## config.mk

```make
export PLATFORM = sky130hd
export DESIGN_NAME = phase_timer
export DESIGN_NICKNAME = d
export VERILOG_FILES = /design/src/rtl/traffic_pkg.sv /design/src/rtl/tick_edge_detect.sv /design/src/rtl/phase_timer.sv
export SDC_FILE = /design/constraint.sdc
export NUM_CORES = 1
export LEC_CHECK = 0
export BUFFER_PORTS_ARGS = -buffer_cell sky130_fd_sc_hd__buf_2
export CAP_MARGIN = 20
export CORE_MARGIN = 8
export CORE_UTILIZATION = 63
export CTS_CLUSTER_DIAMETER = 40
export CTS_CLUSTER_SIZE = 8
export DETAILED_ROUTE_END_ITERATION = 6
export PLACE_DENSITY = 0.89
export SLEW_MARGIN = 40
export SYNTH_ARGS = -nofsm -noshare
export SYNTH_HDL_FRONTEND = slang
export SYNTH_SLANG_ARGS = --single-unit
```

## constraint.sdc

```tcl
create_clock -name clk -period 3.4 [get_ports clk]
set_clock_uncertainty 0.1 [all_clocks]
set_input_delay 0.17 -clock clk [delete_from_list [all_inputs] [get_ports clk]]
set_output_delay 0.17 -clock clk [all_outputs]
set_load 0.02 [all_outputs]
```

## src/rtl/traffic_pkg.sv

```systemverilog
// rtl/traffic_pkg.sv - shared FSM encodings and timing defaults for the traffic-light phase logic
// Contents:
//   ST_IDLE/ST_RUN/ST_HOLD/ST_DONE  phase_timer state encodings
//   DEFAULT_N, DEFAULT_TOL, DEFAULT_W  default divider half-period, tolerance, countdown width
//   is_busy()                        true while a countdown is active (RUN or HOLD)
package traffic_pkg;

    localparam logic [1:0] ST_IDLE = 2'd0;
    localparam logic [1:0] ST_RUN  = 2'd1;
    localparam logic [1:0] ST_HOLD = 2'd2;
    localparam logic [1:0] ST_DONE = 2'd3;

    localparam int DEFAULT_N   = 50000000;
    localparam int DEFAULT_TOL = 2;
    localparam int DEFAULT_W   = 8;

    function automatic logic is_busy(input logic [1:0] st);
        return (st == ST_RUN) || (st == ST_HOLD);
    endfunction

endpackage

```

## src/rtl/tick_edge_detect.sv

```systemverilog
// rtl/tick_edge_detect.sv - synchronise the slow clock level and emit a 1-cycle tick per rising edge
// Ports:
//   clk      in   system clock
//   rst      in   synchronous active-high reset
//   slow_in  in   divided clock level (asynchronous to clk in general)
//   tick     out  registered 1-cycle pulse, high the cycle after the third clk edge seeing slow_in high
module tick_edge_detect (
    input  logic clk,
    input  logic rst,
    input  logic slow_in,
    output logic tick
);

    logic s1;
    logic s2;
    logic prev;

    always_ff @(posedge clk) begin
        if (rst) begin
            s1   <= 1'b0;
            s2   <= 1'b0;
            prev <= 1'b0;
            tick <= 1'b0;
        end else begin
            s1   <= slow_in;
            s2   <= s1;
            prev <= s2;
            tick <= s2 & ~prev;
        end
    end

endmodule

```

## src/rtl/phase_timer.sv

```systemverilog
// rtl/phase_timer.sv - slow-tick countdown for traffic-light phases with a slow-clock period watchdog
// Ports:
//   clk        in   system clock
//   rst        in   synchronous active-high reset
//   slow_in    in   divided clock level from the clock divider
//   load       in   1-cycle strobe: load countdown with load_val (highest priority)
//   load_val   in   phase duration in ticks
//   hold       in   freeze countdown while high
//   tick       out  1-cycle pulse per slow_in rising edge
//   remaining  out  current countdown value
//   expire     out  1-cycle pulse when the countdown reaches 0
//   busy       out  high in RUN or HOLD
//   fault      out  sticky slow-clock period violation
module phase_timer
    import traffic_pkg::*;
#(
    parameter int N   = DEFAULT_N,
    parameter int TOL = DEFAULT_TOL,
    parameter int W   = DEFAULT_W
) (
    input  logic         clk,
    input  logic         rst,
    input  logic         slow_in,
    input  logic         load,
    input  logic [W-1:0] load_val,
    input  logic         hold,
    output logic         tick,
    output logic [W-1:0] remaining,
    output logic         expire,
    output logic         busy,
    output logic         fault
);

    // Counter value seen at a tick: nominal period 2N gives 2N-1 here.
    localparam logic [31:0] LATE_LIMIT  = 32'(2 * N + TOL);
    localparam logic [31:0] EARLY_LIMIT = 32'(2 * N - TOL - 1);
    localparam logic [W-1:0] ONE        = W'(1);

    logic [1:0]  state;
    logic [31:0] period_cnt;
    logic        armed;

    tick_edge_detect u_edge (
        .clk     (clk),
        .rst     (rst),
        .slow_in (slow_in),
        .tick    (tick)
    );

    assign busy = is_busy(state);

    always_ff @(posedge clk) begin
        if (rst) begin
            state     <= ST_IDLE;
            remaining <= '0;
            expire    <= 1'b0;
        end else begin
            expire <= 1'b0;
            if (load) begin
                remaining <= load_val;
                if (load_val != '0) begin
                    state <= ST_RUN;
                end else begin
                    state  <= ST_DONE;
                    expire <= 1'b1;
                end
            end else begin
                case (state)
                    ST_RUN: begin
                        // hold takes effect before a coincident tick can decrement
                        if (hold) begin
                            state <= ST_HOLD;
                        end else if (tick) begin
                            if (remaining == ONE) begin
                                remaining <= '0;
                                expire    <= 1'b1;
                                state     <= ST_DONE;
                            end else if (remaining != '0) begin
                                remaining <= remaining - ONE;
                            end
                        end
                    end
                    ST_HOLD: begin
                        if (!hold) begin
                            state <= ST_RUN;
                        end
                    end
                    default: begin
                        state <= state;
                    end
                endcase
            end
        end
    end

    // The first tick after reset only arms; later ticks are checked against the window.
    always_ff @(posedge clk) begin
        if (rst) begin
            period_cnt <= '0;
            armed      <= 1'b0;
            fault      <= 1'b0;
        end else if (tick) begin
            period_cnt <= '0;
            armed      <= 1'b1;
            if (armed && (period_cnt < EARLY_LIMIT)) begin
                fault <= 1'b1;
            end
        end else begin
            if (period_cnt != 32'hFFFF_FFFF) begin
                period_cnt <= period_cnt + 32'd1;
            end
            if (armed && (period_cnt >= LATE_LIMIT)) begin
                fault <= 1'b1;
            end
        end
    end

endmodule

```

# Yosys cells after proc, flatten, opt, wreduce, memory -nomap -nowiden
# Cells that the tools add are included.
# word_totals
ff_bits	49
latch_bits	0
mem_bits_rw	0
rom_bits	0
inputBits	13
output_inout_bits	12
word_cells	61
mem_count	0
# op_classes
n_addsub	2
mul	0
div_mod_pow	0
magnitude_cmp	2
n_eq_ne	9
shifts	0
muxes	22
bitwise_logic	2
n_reduce_logical	14
# ops
op	n
$mux W8	6
$add A32 B1 Y32 const B	1
$ge A32 B27 Y1 const B	1
$lt A32 B27 Y1 const B	1
$ne A32 B32 Y1 const B	1
$reduce_bool A8 Y1	2
$mux W2	6
$mux W1	9
$eq A8 B1 Y1 const B	1
$ne A4 B3 Y1 const B	2
$reduce_and A4 Y1	2
$sub A8 B1 Y8 const B	1
$reduce_bool A2 Y1	3
$reduce_bool A3 Y1	2
$ne A2 B2 Y1 const B	2
$pmux W2 S2	1
$ne A3 B3 Y1 const B	1
$eq A2 B1 Y1 const B	1
$eq A2 B2 Y1 const B	1
$logic_and A1 B1 Y1	2
$reduce_and A2 Y1	1
$reduce_or A2 Y1	1
$and A1 B1 Y1	1
$logic_or A1 B1 Y1	1
$not A1 Y1	1

# Depth between registers and ports, before layout
# logic_depth
ltp_word	7
depth_mapped	7
depth_no_buf	7

# Cells and area by module
# Synthesis repeated with hierarchy kept, for this count alone.
# unflattened
hier_cells	321
area_unflattened_um2	2692.6
# by_module_without_submodules
mod	n_inst	cells_each	area_each_um2	seq_area_each_um2
phase_timer	1	313	2581.2	900.9
tick_edge_detect	1	8	111.4	80.1

# Worst setup path after synthesis
# No wires, ideal clock.
# synth_timing
kind	register -> register
start	register period_cnt[1]
end	register period_cnt[18]
setup_ns	0.059
t_arrival_ns	2.055
required_time_ns	3.241
slack_ns	1.185
path_stages_with_launch	7
path_buffers	0
synth_period_minus_slack_ns	2.215
path_cell_list	dfxtp_1 ha_1 nand4_1 or4_4 a21o_1 or4_1 nand2_1
# synth_between
elab_chain_len	1
word_cells_on_any_way	2
cone_classes	add/sub: 1; eq/ne: 1
# synth_rtl
item	line_no	source
start: declaration	phase_timer.sv:40	logic [31:0] period_cnt;
start signal: assignment	phase_timer.sv:110	period_cnt <= period_cnt + 32'd1;
$add A32 B1 Y32 or $ne A32 B32 Y1 (tied branches)	phase_timer.sv:110, phase_timer.sv:109	
# Parallel ways exist; a longest one is shown, timed or not.
# A chain may end at the register's enable or synchronous reset.

# Worst setup path in the final report
# layout_timing
start	register period_cnt[1]
end	register period_cnt[6]
# The elaborated chain is that of the path after synthesis.

==> out/metrics.csv <==
metric,value,unit
Rel. slew slack,56.8,%
largest delay contributor family on the critical path,simple AND/OR/NAND/NOR gates,
largest net degree at the start of global routing,32,
CP Cell Sequence,"ha_1, nand4_1, or4_4, o31ai_4, or3_2, a21oi_1",
layout net count,376,
Tot GR Track Use,19.9,%
Bufs and invs on worst path,0,
DR iter-0 viols,263,
core area,4030,um2
Routed WL per cell,15.8,um
Layout area overhead,11.4,%
Mapped Area,2660,um2
share of the synthesized area in the top cell type,36.8,%
RSZ-0062 raised after global routing,no,
hold path endpoint,remaining[2],
Post-synth top flop,dfxtp_1,
first-pass GRT wire length,10800,um
reg2reg path depth,6,
pwr/cell area,411,nW/um2
max cap viols,0,
Port Buf Inserts,24,
status,"finished, final reports clean",
crit start category,flop,
hpwl dp,4410,um
share of cells above drive strength 1,13.4,%
Die ar.,6560,um2
RD Place Congestion,0.848,
Worst Tran Pin Value,0.642,ns
critical path data required time,3.48,ns
flop-to-flop setup slack,0.89,ns
Hold Slack,0.0122,ns
initial antenna violation count,0,
Final Hold Fails,0,
Crit Path Class,reg -> reg,
yosys warns,0,
TritonCTS clock tree,yes,
Yosys top cell by area,dfxtp_1,
clk sink count,49,
Die Height,81.0,um
drt via density,6.43,
Final Setup Violations,0,
reg-to-reg endpoint,period_cnt[6],
final non-filler cell total,407,
maximum clock path buffer count,2,
Starting Density,66.1,%
Leakage Power,1.03,nW
Top-Level Pins,25,
Area contributors post-synth,"dfxtp_1 37%, a21oi_1 5.5%, or3_1 4.7%",
most common cell in the synthesized netlist,dfxtp_1,
clk slew on worst S/H paths,0.10,ns
sequential area share after synthesis,36.8,%
pre-CTS WS,0.956,ns
die width,81.0,um
Hold Path Class,in -> reg,
"Setup Fix Bufs, Post-CTS",0,
Final ANT Viol Nets,0,
Worst path max stage delay,0.55,ns
placed insts,397,
placed instance area,2810,um2
number of global-route vias before repair,2405,
Num CTS Buffers,5,
synth unique cells,51,
"Avg Cell Area, Syn",8.00,um2
WP data arrival,2.60,ns
Post-synth EDFFs,0,
FP Rows,23,
DRC viols,0,
Peak VDD IR,312,uV
Worst R2R Start,period_cnt[1],
Cells after Synth,333,
post-layout instance area,2970,um2
hold depth,3,
Overflow after GRT,0,
synthesis-stage register bit count,49,
Post-Route WL,6440,um
H-Tree Depth,2,
Synth Net Count,353,
"top cells by count, synth","49 x dfxtp_1, 30 x nor2_1, 29 x a21oi_1, 25 x nand2_1, 23 x o21ai_0",
post-layout min period,2.51,ns
# diodes,0,
Fmax,398,MHz
First-pass DRT Iterations,4,
routed vias,2618,
Hold Path Origin,load_val[2],
CP Max Fanout,13,
Critical Path Slowest Stage Cell,dfxtp_1,
Fin Setup TNS,0,ns
worst skew pair latency,0.31,ns
Critical Path End Type,flop,
Post-synth ARST share,0,%
final worst-path cycle share,73.9,%
Final WS setup,0.886,ns
clock root cell,clkbuf_8,
Final Max Slew Viols,0,
## metal layers
layer	share of wire, %	vias up	track usage, %	wire, um
li1	-	1284	-	-
met1	46	1225	25.1	2930
met2	48	99	32.2	3120
met3	5.0	10	4.97	324
met4	1.0	0	6.61	67
met5	0	-	0	0
## final cells by class
| cell class | count | area, um2 |
|---|---|---|
| multi-input combinational | 256 | 1580 |
| fill | 310 | 1060 |
| sequential | 49 | 981 |
| timing repair buffer | 26 | 140 |
| clock buffer | 5 | 68.8 |
| inverter | 18 | 67.6 |
| clock inverter | 3 | 65.1 |
| tap | 50 | 62.6 |
## metrics by stage
| step | util [%] | total power [mW] |
|---|---|---|
| floorplan | - | 0.694 |
| global placement | 69.7 | 0.724 |
| finish | 73.6 | 1.22 |
| global route | 73.6 | 1.26 |
| detailed placement | 69.7 | 0.728 |
| CTS | 73.5 | 1.22 |
## power breakdown
part	total (mW)	switching (mW)	internal, mW
registers	0.605	0.0184	0.587
clock network	0.497	0.204	0.292
logic	0.116	0.0730	0.0434
total	1.22	0.296	0.923
## cell families (layout without fill, tap and decap cells)
| group | after synthesis | count (layout) | synth area share [%] |
|---|---|---|---|
| simple gates | 156 | 156 | 32.0 |
| fa+ha+maj | 7 | 7 | 3.29 |
| compound gates | 85 | 85 | 21.1 |
| buf+inv | 28 | 52 | 3.99 |
| xor+xnor | 6 | 6 | 1.97 |
| flops | 49 | 49 | 36.8 |
| mux | 2 | 2 | 0.752 |
## sequential cells by signal, indices dropped and copies added, names as in the netlist
| register | count |
|---|---|
| armed | 1 |
| expire | 1 |
| fault | 1 |
| period_cnt | 32 |
| remaining | 8 |
| state | 2 |
| u_edge.prev | 1 |
| u_edge.s1 | 1 |
| u_edge.s2 | 1 |
| u_edge.tick | 1 |
## worst max path at each step
stage | start | to | slack (ns) | cells past startpoint
2_1_floorplan | period_cnt[1] | period_cnt[18] | 1.19 | 6
3_3_place_gp | period_cnt[1] | period_cnt[6] | 1.04 | 6
3_5_place_dp | period_cnt[1] | period_cnt[6] | 0.96 | 6
4_1_cts | period_cnt[1] | period_cnt[6] | 0.92 | 6
5_1_grt | period_cnt[1] | period_cnt[6] | 0.73 | 6
6_report | period_cnt[1] | period_cnt[6] | 0.89 | 6
## tightest hold or removal path, delay by kind of cell
family	cells	cell delay [ns]
AOI/OAI and AO/OA	1	0.05
buffers and inverters	1	0.10
and+or+nand+nor	1	0.05
## cell usage in the layout (no fill, tap or decap), types with 2 or more instances in the layout
master	n
dfxtp_1	49
nor2_1	30
a21oi_1	29
nand2_1	25
buf_2	24
o21ai_0	23
or3_1	20
nand3_1	17
inv_1	17
nand4_1	12
nor3_1	11
nor4_1	7
ha_1	7
and3_1	5
a31oi_1	5
clkbuf_8	5
xnor2_1	4
or2_2	4
or4_1	4
nor2b_1	4
a41oi_1	3
o211ai_1	3
a211oi_1	3
and4_1	3
nand2b_1	3
or3_2	2
mux2i_1	2
a41o_1	2
a21o_1	2
or4_4	2
xor2_1	2
o21a_1	2
a211o_1	2
o2111ai_1	2
bufinv_16	2
dlygate4sd3_1	2
## what timing repair did
item | CTS | global route
resized for setup | 0 | 0
hold buffers | 2 | 0
hold endpoints to repair | 2 | 0
Power figures use the tool's default switching activity.
